### src/rtl/mem_req_arbiter_if.sv
// Bus bundle between the requesting channels / cache controller and the
// mem_req_arbiter. "master" is the system side (channels plus cache
// controller); "slave" is the arbiter itself.
interface mem_req_arbiter_if #(
    parameter int NUM_CH    = 2,
    parameter int ADDR_W    = 21,
    parameter int DATA_W    = 32,
    parameter int MAX_OUTST = 4
);
    localparam int CNT_W = $clog2(MAX_OUTST + 1);

    // Channel request side
    logic [NUM_CH-1:0]        ch_req_valid;
    logic [NUM_CH-1:0]        ch_req_ready;
    logic [NUM_CH-1:0]        ch_req_wr;
    logic [NUM_CH*ADDR_W-1:0] ch_req_addr;
    logic [NUM_CH*DATA_W-1:0] ch_req_data;
    // Channel response side
    logic [NUM_CH-1:0]        ch_rsp_valid;
    logic [DATA_W-1:0]        ch_rsp_data;
    // Cache controller port
    logic                     mem_req_valid;
    logic                     mem_req_ready;
    logic                     mem_req_wr;
    logic [ADDR_W-1:0]        mem_req_addr;
    logic [DATA_W-1:0]        mem_req_data;
    logic                     mem_rsp_valid;
    logic [DATA_W-1:0]        mem_rsp_data;
    // Status
    logic [CNT_W-1:0]         outstanding;
    logic                     rsp_err;

    modport master (
        output ch_req_valid, ch_req_wr, ch_req_addr, ch_req_data,
        output mem_req_ready, mem_rsp_valid, mem_rsp_data,
        input  ch_req_ready, ch_rsp_valid, ch_rsp_data,
        input  mem_req_valid, mem_req_wr, mem_req_addr, mem_req_data,
        input  outstanding, rsp_err
    );

    modport slave (
        input  ch_req_valid, ch_req_wr, ch_req_addr, ch_req_data,
        input  mem_req_ready, mem_rsp_valid, mem_rsp_data,
        output ch_req_ready, ch_rsp_valid, ch_rsp_data,
        output mem_req_valid, mem_req_wr, mem_req_addr, mem_req_data,
        output outstanding, rsp_err
    );
endinterface

### src/rtl/mem_req_arbiter.sv
// Round-robin arbiter merging NUM_CH requesters onto one cache controller
// port. A single registered output stage holds the forwarded request; an
// in-order owner FIFO remembers which channel issued each accepted request
// so the matching response can be steered back with no added latency.
module mem_req_arbiter #(
    parameter int NUM_CH    = 2,
    parameter int ADDR_W    = 21,
    parameter int DATA_W    = 32,
    parameter int MAX_OUTST = 4
) (
    input  logic             clk,
    input  logic             reset,
    mem_req_arbiter_if.slave bus
);
    localparam int CH_W  = (NUM_CH > 1) ? $clog2(NUM_CH) : 1;
    localparam int PTR_W = (MAX_OUTST > 1) ? $clog2(MAX_OUTST) : 1;
    localparam int CNT_W = $clog2(MAX_OUTST + 1);

    localparam logic [CNT_W-1:0] MAX_CNT  = CNT_W'(MAX_OUTST);
    localparam logic [CH_W-1:0]  LAST_CH  = CH_W'(NUM_CH - 1);
    localparam logic [PTR_W-1:0] LAST_PTR = PTR_W'(MAX_OUTST - 1);

    logic [CH_W-1:0]   rr_ptr;
    logic [CH_W-1:0]   gnt_idx;
    logic              gnt_found;
    logic              can_issue;
    logic              push;
    logic              pop;
    logic [CNT_W-1:0]  count;
    logic [PTR_W-1:0]  wr_ptr;
    logic [PTR_W-1:0]  rd_ptr;
    logic [CH_W-1:0]   owner_mem [MAX_OUTST];
    logic [CH_W-1:0]   head;
    logic              rsp_err_q;
    logic              sel_wr;
    logic [ADDR_W-1:0] sel_addr;
    logic [DATA_W-1:0] sel_data;

    // A slot exists when the output stage is free (or draining this cycle)
    // and the owner FIFO is not full; a same-cycle pop does not count.
    assign can_issue = (!bus.mem_req_valid || bus.mem_req_ready) && (count < MAX_CNT);
    assign push      = gnt_found;
    assign pop       = bus.mem_rsp_valid && (count != '0);
    assign head      = owner_mem[rd_ptr];

    // Round-robin search: first valid channel at or after rr_ptr wins.
    // NOTE: every variable assigned in a combinational block gets a default
    // first, so no path leaves it unassigned and no latch is inferred.
    always_comb begin
        gnt_found = 1'b0;
        gnt_idx   = '0;
        if (can_issue) begin
            for (int k = 0; k < NUM_CH; k++) begin
                for (int i = 0; i < NUM_CH; i++) begin
                    if (!gnt_found && bus.ch_req_valid[i] &&
                        (((int'(rr_ptr) + k) % NUM_CH) == i)) begin
                        gnt_found = 1'b1;
                        gnt_idx   = CH_W'(i);
                    end
                end
            end
        end
    end

    // Payload mux: pick the granted channel's wr/addr/data.
    always_comb begin
        sel_wr   = 1'b0;
        sel_addr = '0;
        sel_data = '0;
        for (int i = 0; i < NUM_CH; i++) begin
            if (gnt_idx == CH_W'(i)) begin
                sel_wr   = bus.ch_req_wr[i];
                sel_addr = bus.ch_req_addr[i*ADDR_W +: ADDR_W];
                sel_data = bus.ch_req_data[i*DATA_W +: DATA_W];
            end
        end
    end

    // One-hot accept and response steering, both forced low while in reset.
    always_comb begin
        bus.ch_req_ready = '0;
        bus.ch_rsp_valid = '0;
        for (int i = 0; i < NUM_CH; i++) begin
            bus.ch_req_ready[i] = reset && gnt_found && (gnt_idx == CH_W'(i));
            bus.ch_rsp_valid[i] = reset && pop && (head == CH_W'(i));
        end
    end

    assign bus.ch_rsp_data = bus.mem_rsp_data;
    assign bus.outstanding = count;
    assign bus.rsp_err     = rsp_err_q;

    // Output stage: load on grant, hold until the cache controller accepts.
    // NOTE: clocked state uses non-blocking assignments so every flop samples
    // pre-edge values regardless of statement order.
    always_ff @(posedge clk or negedge reset) begin
        if (!reset) begin
            bus.mem_req_valid <= 1'b0;
            bus.mem_req_wr    <= 1'b0;
            bus.mem_req_addr  <= '0;
            bus.mem_req_data  <= '0;
        end else if (push) begin
            bus.mem_req_valid <= 1'b1;
            bus.mem_req_wr    <= sel_wr;
            bus.mem_req_addr  <= sel_addr;
            bus.mem_req_data  <= sel_data;
        end else if (bus.mem_req_ready) begin
            bus.mem_req_valid <= 1'b0;
        end
    end

    // Round-robin pointer moves just past the channel that was granted.
    always_ff @(posedge clk or negedge reset) begin
        if (!reset) begin
            rr_ptr <= '0;
        end else if (push) begin
            rr_ptr <= (gnt_idx == LAST_CH) ? '0 : gnt_idx + 1'b1;
        end
    end

    // Owner FIFO pointers, occupancy and the sticky orphan-response flag.
    always_ff @(posedge clk or negedge reset) begin
        if (!reset) begin
            wr_ptr    <= '0;
            rd_ptr    <= '0;
            count     <= '0;
            rsp_err_q <= 1'b0;
        end else begin
            if (push) begin
                wr_ptr <= (wr_ptr == LAST_PTR) ? '0 : wr_ptr + 1'b1;
            end
            if (pop) begin
                rd_ptr <= (rd_ptr == LAST_PTR) ? '0 : rd_ptr + 1'b1;
            end
            if (push && !pop) begin
                count <= count + 1'b1;
            end else if (pop && !push) begin
                count <= count - 1'b1;
            end
            if (bus.mem_rsp_valid && (count == '0)) begin
                rsp_err_q <= 1'b1;
            end
        end
    end

    // Owner FIFO storage.
    // NOTE: the storage array has no reset; the pointers and count define
    // which entries are live, so stale contents are never observed.
    always_ff @(posedge clk) begin
        if (push) begin
            owner_mem[wr_ptr] <= gnt_idx;
        end
    end
endmodule

### src/flat_wrapper.sv
// flat-port wrapper written by rule: the top's interface ports become plain ports
module mem_req_arbiter_flat 
#(
    parameter int NUM_CH    = 2,
    parameter int ADDR_W    = 21,
    parameter int DATA_W    = 32,
    parameter int MAX_OUTST = 4
)
  (clk, reset, bus_ch_req_valid, bus_ch_req_wr, bus_ch_req_addr, bus_ch_req_data, bus_mem_req_ready, bus_mem_rsp_valid, bus_mem_rsp_data, bus_ch_req_ready, bus_ch_rsp_valid, bus_ch_rsp_data, bus_mem_req_valid, bus_mem_req_wr, bus_mem_req_addr, bus_mem_req_data, bus_outstanding, bus_rsp_err);
  mem_req_arbiter_if #(.NUM_CH(NUM_CH), .ADDR_W(ADDR_W), .DATA_W(DATA_W), .MAX_OUTST(MAX_OUTST)) bus_i ();
  input  logic clk;
  input  logic reset;
  input wire logic [$bits(bus_i.ch_req_valid)-1:0] bus_ch_req_valid;
  input wire logic [$bits(bus_i.ch_req_wr)-1:0] bus_ch_req_wr;
  input wire logic [$bits(bus_i.ch_req_addr)-1:0] bus_ch_req_addr;
  input wire logic [$bits(bus_i.ch_req_data)-1:0] bus_ch_req_data;
  input wire logic [$bits(bus_i.mem_req_ready)-1:0] bus_mem_req_ready;
  input wire logic [$bits(bus_i.mem_rsp_valid)-1:0] bus_mem_rsp_valid;
  input wire logic [$bits(bus_i.mem_rsp_data)-1:0] bus_mem_rsp_data;
  output wire logic [$bits(bus_i.ch_req_ready)-1:0] bus_ch_req_ready;
  output wire logic [$bits(bus_i.ch_rsp_valid)-1:0] bus_ch_rsp_valid;
  output wire logic [$bits(bus_i.ch_rsp_data)-1:0] bus_ch_rsp_data;
  output wire logic [$bits(bus_i.mem_req_valid)-1:0] bus_mem_req_valid;
  output wire logic [$bits(bus_i.mem_req_wr)-1:0] bus_mem_req_wr;
  output wire logic [$bits(bus_i.mem_req_addr)-1:0] bus_mem_req_addr;
  output wire logic [$bits(bus_i.mem_req_data)-1:0] bus_mem_req_data;
  output wire logic [$bits(bus_i.outstanding)-1:0] bus_outstanding;
  output wire logic [$bits(bus_i.rsp_err)-1:0] bus_rsp_err;
  assign bus_i.ch_req_valid = bus_ch_req_valid;
  assign bus_i.ch_req_wr = bus_ch_req_wr;
  assign bus_i.ch_req_addr = bus_ch_req_addr;
  assign bus_i.ch_req_data = bus_ch_req_data;
  assign bus_i.mem_req_ready = bus_mem_req_ready;
  assign bus_i.mem_rsp_valid = bus_mem_rsp_valid;
  assign bus_i.mem_rsp_data = bus_mem_rsp_data;
  assign bus_ch_req_ready = bus_i.ch_req_ready;
  assign bus_ch_rsp_valid = bus_i.ch_rsp_valid;
  assign bus_ch_rsp_data = bus_i.ch_rsp_data;
  assign bus_mem_req_valid = bus_i.mem_req_valid;
  assign bus_mem_req_wr = bus_i.mem_req_wr;
  assign bus_mem_req_addr = bus_i.mem_req_addr;
  assign bus_mem_req_data = bus_i.mem_req_data;
  assign bus_outstanding = bus_i.outstanding;
  assign bus_rsp_err = bus_i.rsp_err;
  mem_req_arbiter #(.NUM_CH(NUM_CH), .ADDR_W(ADDR_W), .DATA_W(DATA_W), .MAX_OUTST(MAX_OUTST)) u_core (.clk(clk), .reset(reset), .bus(bus_i));
endmodule
### config.mk
export PLATFORM = sky130hd
export DESIGN_NAME = mem_req_arbiter_flat
export DESIGN_NICKNAME = d
export VERILOG_FILES = /design/src/rtl/mem_req_arbiter_if.sv /design/src/rtl/mem_req_arbiter.sv /design/src/flat_wrapper.sv
export SDC_FILE = /design/constraint.sdc
export NUM_CORES = 1
export LEC_CHECK = 0
export ABC_CLOCK_PERIOD_IN_PS = 2300
export BUFFER_PORTS_ARGS = -buffer_cell sky130_fd_sc_hd__buf_2
export CELL_PAD_IN_SITES_DETAIL_PLACEMENT = 0
export CELL_PAD_IN_SITES_GLOBAL_PLACEMENT = 1
export CORE_ASPECT_RATIO = 1.75
export CORE_MARGIN = 2
export CORE_UTILIZATION = 32
export DETAILED_ROUTE_END_ITERATION = 10
export GPL_TIMING_DRIVEN = 0
export PLACE_DENSITY_LB_ADDON = 0.1
export SKIP_LAST_GASP = 1
export SLEW_MARGIN = 15
export SYNTH_ARGS = -nofsm -noshare
export SYNTH_HDL_FRONTEND = slang
export SYNTH_SLANG_ARGS = --single-unit
### constraint.sdc
create_clock -name clk -period 2.3 [get_ports clk]
set_input_delay 0.23 -clock clk [delete_from_list [all_inputs] [get_ports clk]]
set_output_delay 0.23 -clock clk [all_outputs]
set_load 0.02 [all_outputs]
After elaboration in Yosys (flattened, before gate mapping)
Memory sizes are Yosys's and may differ from the RTL's.
Index checks and enable logic that the tools add are counted.
{"block": "word_totals", "wordCells": 78, "reg_bits": 64, "ramBits": 4, "n_memories": 1}
{"block": "op_classes", "addsub": 6, "order_cmp": 1, "reduce_logical": 31, "mux": 24, "bitwise_logic": 3, "n_eq_ne": 3}
{"name": "u_core.owner_mem", "words": 4, "width": 1, "rd": 1, "rd_ports_with_merged_regs": 0, "wr": 1, "line": "mem_req_arbiter.sv:32", "rtl": "logic [CH_W-1:0] owner_mem [MAX_OUTST];"}
{"operator": "$logic_not A32 Y1", "n": 2}
{"operator": "$mux W32", "n": 1}
{"operator": "$mux W21", "n": 1}
{"operator": "$logic_and A1 B1 Y1", "n": 18}
{"operator": "$mux W1", "n": 18}
{"operator": "$eq A2 B2 Y1 const B", "n": 3}
{"operator": "$logic_not A1 Y1", "n": 6}
{"operator": "$mux W3", "n": 2}
{"operator": "$add A2 B1 Y2 const B", "n": 2}
{"operator": "$mux W2", "n": 2}
{"operator": "$reduce_bool A2 Y1", "n": 2}
{"operator": "$add A3 B1 Y3 const B", "n": 1}
{"operator": "$logic_not A3 Y1", "n": 1}
{"operator": "$lt A3 B3 Y1 const B", "n": 1}
{"operator": "$reduce_bool A3 Y1", "n": 1}
{"operator": "$sub A3 B1 Y3 const B", "n": 1}
{"operator": "$add A1 B1 Y1 const B", "n": 2}
{"operator": "$not A1 Y1", "n": 2}
{"operator": "$and A1 B1 Y1 const A", "n": 1}
{"operator": "$logic_or A1 B1 Y1", "n": 1}

Logic depth before layout (Yosys ltp)
{"block": "logic_depth", "word_depth": 23, "depth_mapped": 9, "ltp_nobuf": 9}

Worst setup path before layout
No wires, ideal clock.
{"block": "synth_timing", "path_kind": "register to register", "startpoint": "reg u_core.count[2], in the netlist u_core.bus.outstanding[2]", "endpoint": "reg u_core.count[2], in the netlist u_core.bus.outstanding[2]", "setup_slack_ps": 69, "period_less_slack_ps": 2231, "path_stages_with_launch": 9, "arrival_time_ps": 2098, "setup_time_ps": 133, "path_cell_list": "dfrtp_1 clkbuf_1 o31ai_1 ha_1 inv_1 fa_1 xor2_1 nor2_1 xnor2_1"}
{"block": "synth_via", "elab_chain_cells": 6}
{"element": "start, declared", "line": "mem_req_arbiter.sv:29", "rtl": "logic [CNT_W-1:0] count;"}
{"element": "start signal, assigned", "line": "mem_req_arbiter.sv:136", "rtl": "count <= count + 1'b1;"}
{"element": "start signal, assigned", "line": "mem_req_arbiter.sv:138", "rtl": "count <= count - 1'b1;"}
{"element": "$lt A3 B3 Y1", "line": "mem_req_arbiter.sv:41", "rtl": "assign can_issue = (!bus.mem_req_valid || bus.mem_req_ready) && (count < MAX_CNT);"}
{"element": "$logic_and A1 B1 Y1", "line": "mem_req_arbiter.sv:41"}
{"element": "$mux W1", "line": "mem_req_arbiter.sv:52", "rtl": "if (can_issue) begin"}
{"element": "$logic_not A1 Y1", "line": "mem_req_arbiter.sv:137", "rtl": "end else if (pop && !push) begin"}
{"element": "$logic_and A1 B1 Y1", "line": "mem_req_arbiter.sv:137"}
{"element": "$reduce_bool A2 Y1 (no source line)"}
Parallel ways exist; a longest one is shown, timed or not. The select of a mux whose other input is x is not followed.
A chain may end at the register's enable or synchronous reset.

Final worst setup path
{"block": "layout_timing", "startpoint": "reg u_core.count[2], in the netlist u_core.bus.outstanding[2]", "endpoint": "out bus_ch_req_ready[1]"}
{"block": "layout_via", "elab_chain_cells": 5}
{"element": "$lt A3 B3 Y1 *", "line": "mem_req_arbiter.sv:41"}
{"element": "$logic_and A1 B1 Y1 *", "line": "mem_req_arbiter.sv:41"}
{"element": "$mux W1", "line": "mem_req_arbiter.sv:52"}
{"element": "$logic_and A1 B1 Y1", "line": "mem_req_arbiter.sv:84", "rtl": "bus.ch_req_ready[i] = reset && gnt_found && (gnt_idx == CH_W'(i));"}
{"element": "$logic_and A1 B1 Y1 *", "line": "mem_req_arbiter.sv:84"}
{"element": "end, declared", "line": "flat_wrapper.sv:20", "rtl": "output wire logic [$bits(bus_i.ch_req_ready)-1:0] bus_ch_req_ready;"}
Every way passes the cells marked *; elsewhere a longest branch is shown, timed or not.

==> metrics.cfg <==
[cells_and_area]
antenna_cells=0
multi_input_area_sq_um=1920
layout-area-overhead-vs-synth_pct=38.3
mostFrequentLayoutCell=buf_2
final_cell_mix=209 x buf_2, 106 x o31ai_1, 63 x dfrtp_1, 56 x nor3_1, 53 x a41oi_1
fillers=1347
design_area_sq_um=5740
regArea_sq_um=1720
drive_above_1_share_pct=42.5
fin_nets=797

[placed_design]
portBuffers=208
gp_congestion=0.797
placed_area_sq_um=5430
dp_hpwl_mm=11.8

[clock_tree]
numCtsBuffers=9
clk_path_buf_depth=2
cts-root-buf=clkbuf_16
cts_tree=done
htreeDepth=3
cts_sinks=68
clock_latency_ns=0.34
clk_pin_slew_worst_paths_ns=0.06

[sta]
setup_viol=0
hold_viol=0
clock_skew_ns=0.00521
rsz0062_at_grt=yes
slew-limit-headroom_pct=55.7
period_minus_slack_ns=2.20
worstMarginPinSlew_ns=0.665
fmax_mhz=454
fin_tns_setup_ns=0
drv_slew=0
period_share_pct=95.7

[global_routing]
use_met1_pct=24.2
grt_pass1_vias=4671
grtUsageMet3_pct=4.19
antenna_found_initial=1
overflow=0
grt_first_pass_wirelength_mm=24.4
grtUsageTotal_pct=21.9
top_usage_layer=met2
grtUsageMet2_pct=41.2
grt_max_degree=38

[worst_setup_path]
critPathArrivalTime_ns=1.97
cp_cell_sequence=or3_1 -> buf_2 -> buf_6 -> nor3_2 -> buf_4
crit_buf_inv=3
slowest_stage=dfrtp_2
cpPeakStageDelay_ns=0.48
cp_max_fo=10
worstPathRequired_ns=2.07
worst-setup-path-type=register to output port
endpoint_kind=output port
r2r-start=u_core.bus.outstanding[2]$_DFFE_PN0P_
start_kind=register
cp-startpoint=u_core.bus.outstanding[2]$_DFFE_PN0P_
path_delay_family=buffers and inverters

[worst_hold_path]
min_from=bus_mem_rsp_valid
hp-class=input pin to register

[floorplanning]
core_area_sq_um=12800
die_area_sq_um=13900
start_util_pct=32.4
ios=241
fp-row-count=55
die_x_um=90.1
fp.dieH_um=155

[drt]
ant_nets=0
wl_per_cell_um=18.9
num_vias=4442
via_per_inst=5.42
drc=0
drt-total-wl_mm=15.5
dr.pass1.iters=4
drt_iter0_markers=207

[synth]
yosysWarningCount=0
seq_area_frac_synth_pct=41.5
syn-num-nets=577
syn_area_per_cell_sq_um=9.79
postSynth.asyncResetShare_pct=94.1
synth_edf_count=4
ys.flop_type=dfrtp_1
ys_ff_latch=68
syn_inst=424
netlist_area_sq_um=4150
synth.distinct_cells=34

[pwr]
p_leak_nw=2.64
power_density_nw_per_um2=1260
ir_drop_mv=0.401

[job]
maxCapViolCount=0

[outcome]
outcome=completed

layer usage:
metal | part of all wire, % | vias to the layer above | routed length, um
li1 | - | 2087 | -
met1 | 38 | 2132 | 5910
met2 | 54 | 202 | 8330
met3 | 6.0 | 21 | 927
met4 | 2.4 | 0 | 373
met5 | 0 | - | 0
cells by family after synthesis:
group	after synthesis	synth area share, %
XOR/XNOR	3	0.633
multiplexers	5	1.63
buffers and inverters	99	12.8
AND/OR/NAND/NOR	76	9.52
flip-flops	68	41.5
adder cells (fa/ha/maj)	7	2.29
AO/OA/AOI/OAI	166	31.6
per-stage QoR:
step	worst slack [ns]	hold WS, ns	total power [mW]	std cells	utilization [%]
CTS	0.0103	0.118	7.21	818	44.6
finish	0.0981	0.143	7.21	820	44.9
global route	0.00280	0.154	7.66	820	44.9
global placement	-0.234	0.437	5.84	803	42.2
floorplan	0.0689	-0.0656	4.57	424	-
detailed placement	-0.208	0.194	5.91	804	42.4
repair_timing:
action / CTS / global route
endpoints found under the setup margin: 4 / 3
hold buffers: 1 / 0
hold endpoints to repair: 27 / 0
setup buffers: 0 / 2
gates resized for setup: 1 / 5
layout make-up:
class | count | share of cell area (%)
plain buffers | 87 | 8.49
clock inverters | 2 | 0.174
inverters | 9 | 0.653
clock buffers | 14 | 4.60
multi-input cells | 257 | 33.4
flip-flops and latches | 68 | 30.0
well taps | 171 | 3.72
repair buffers | 212 | 19.0
final timing paths:
| kind | endpoint | slack (ns) | cells past startpoint |
|---|---|---|---|
| worst max-delay path | bus_ch_req_ready[1] | 0.1 | 5 |
| worst min register to register | u_core.bus.rsp_err$_DFFE_PN0P_ | 0.45 | 1 |
| min in group asynchronous | u_core.bus.mem_req_addr[19]$_DFFE_PN0P_ | 0.38 | 2 |
| max in group asynchronous | u_core.bus.mem_req_addr[9]$_DFFE_PN0P_ | 1.37 | 3 |
| worst min-delay path | u_core.bus.rsp_err$_DFFE_PN0P_ | 0.14 | 2 |
| worst max register to register | u_core.bus.outstanding[2]$_DFFE_PN0P_ | 0.18 | 8 |
worst reg2reg max path, stage by stage, from the launching register on:
cell and delay (ns):
dfrtp_2 0.48, or3_1 0.45, clkinvlp_4 0.10, ha_1 0.17, inv_1 0.07, fa_1 0.37, xor2_1 0.15, nor2_1 0.12
xnor2_1 0.14
registers in the layout, indices dropped and copies added, names as in the netlist:
signal and cells:
u_core.rr_ptr 1, u_core.bus.mem_req_data 32, u_core.rd_ptr 2, u_core.bus.mem_req_valid 1, u_core.bus.mem_req_addr 21, u_core.bus.rsp_err 1
u_core.bus.mem_req_wr 1, u_core.bus.outstanding 3, u_core.owner_mem 4, u_core.wr_ptr 2
Yosys cell counts (2+ instances only):
library cell  instances  area share [%]
edfxtp_1              4             2.9
nand2_1               2            0.18
buf_6                 5             1.4
a21o_1                2            0.36
mux2_2                4             1.1
buf_1                 3            0.27
clkbuf_1             47             4.2
inv_2                 2            0.18
nand2b_1              2            0.30
nor2b_1               3            0.45
nand4_1               2            0.30
nor2_1                2            0.18
nor3_1               57             6.9
a41oi_1              53              11
xnor2_1               2            0.42
dfrtp_1              64              39
o31ai_1             107              19
and2_1                4            0.60
buf_2                 3            0.36
ha_1                  6             1.8
buf_4                32             5.8
inv_1                 6            0.54
report_power, final:
part | switching [mW] | leakage, nW | internal (mW) | total [mW]
clock | 0.517 | 0.137 | 0.787 | 1.30
sequential | 0.391 | 0.823 | 1.78 | 2.17
combinational | 2.38 | 1.68 | 1.36 | 3.74
total | 3.29 | 2.64 | 3.92 | 7.21
Note: power is estimated with default switching activity, not from simulation.
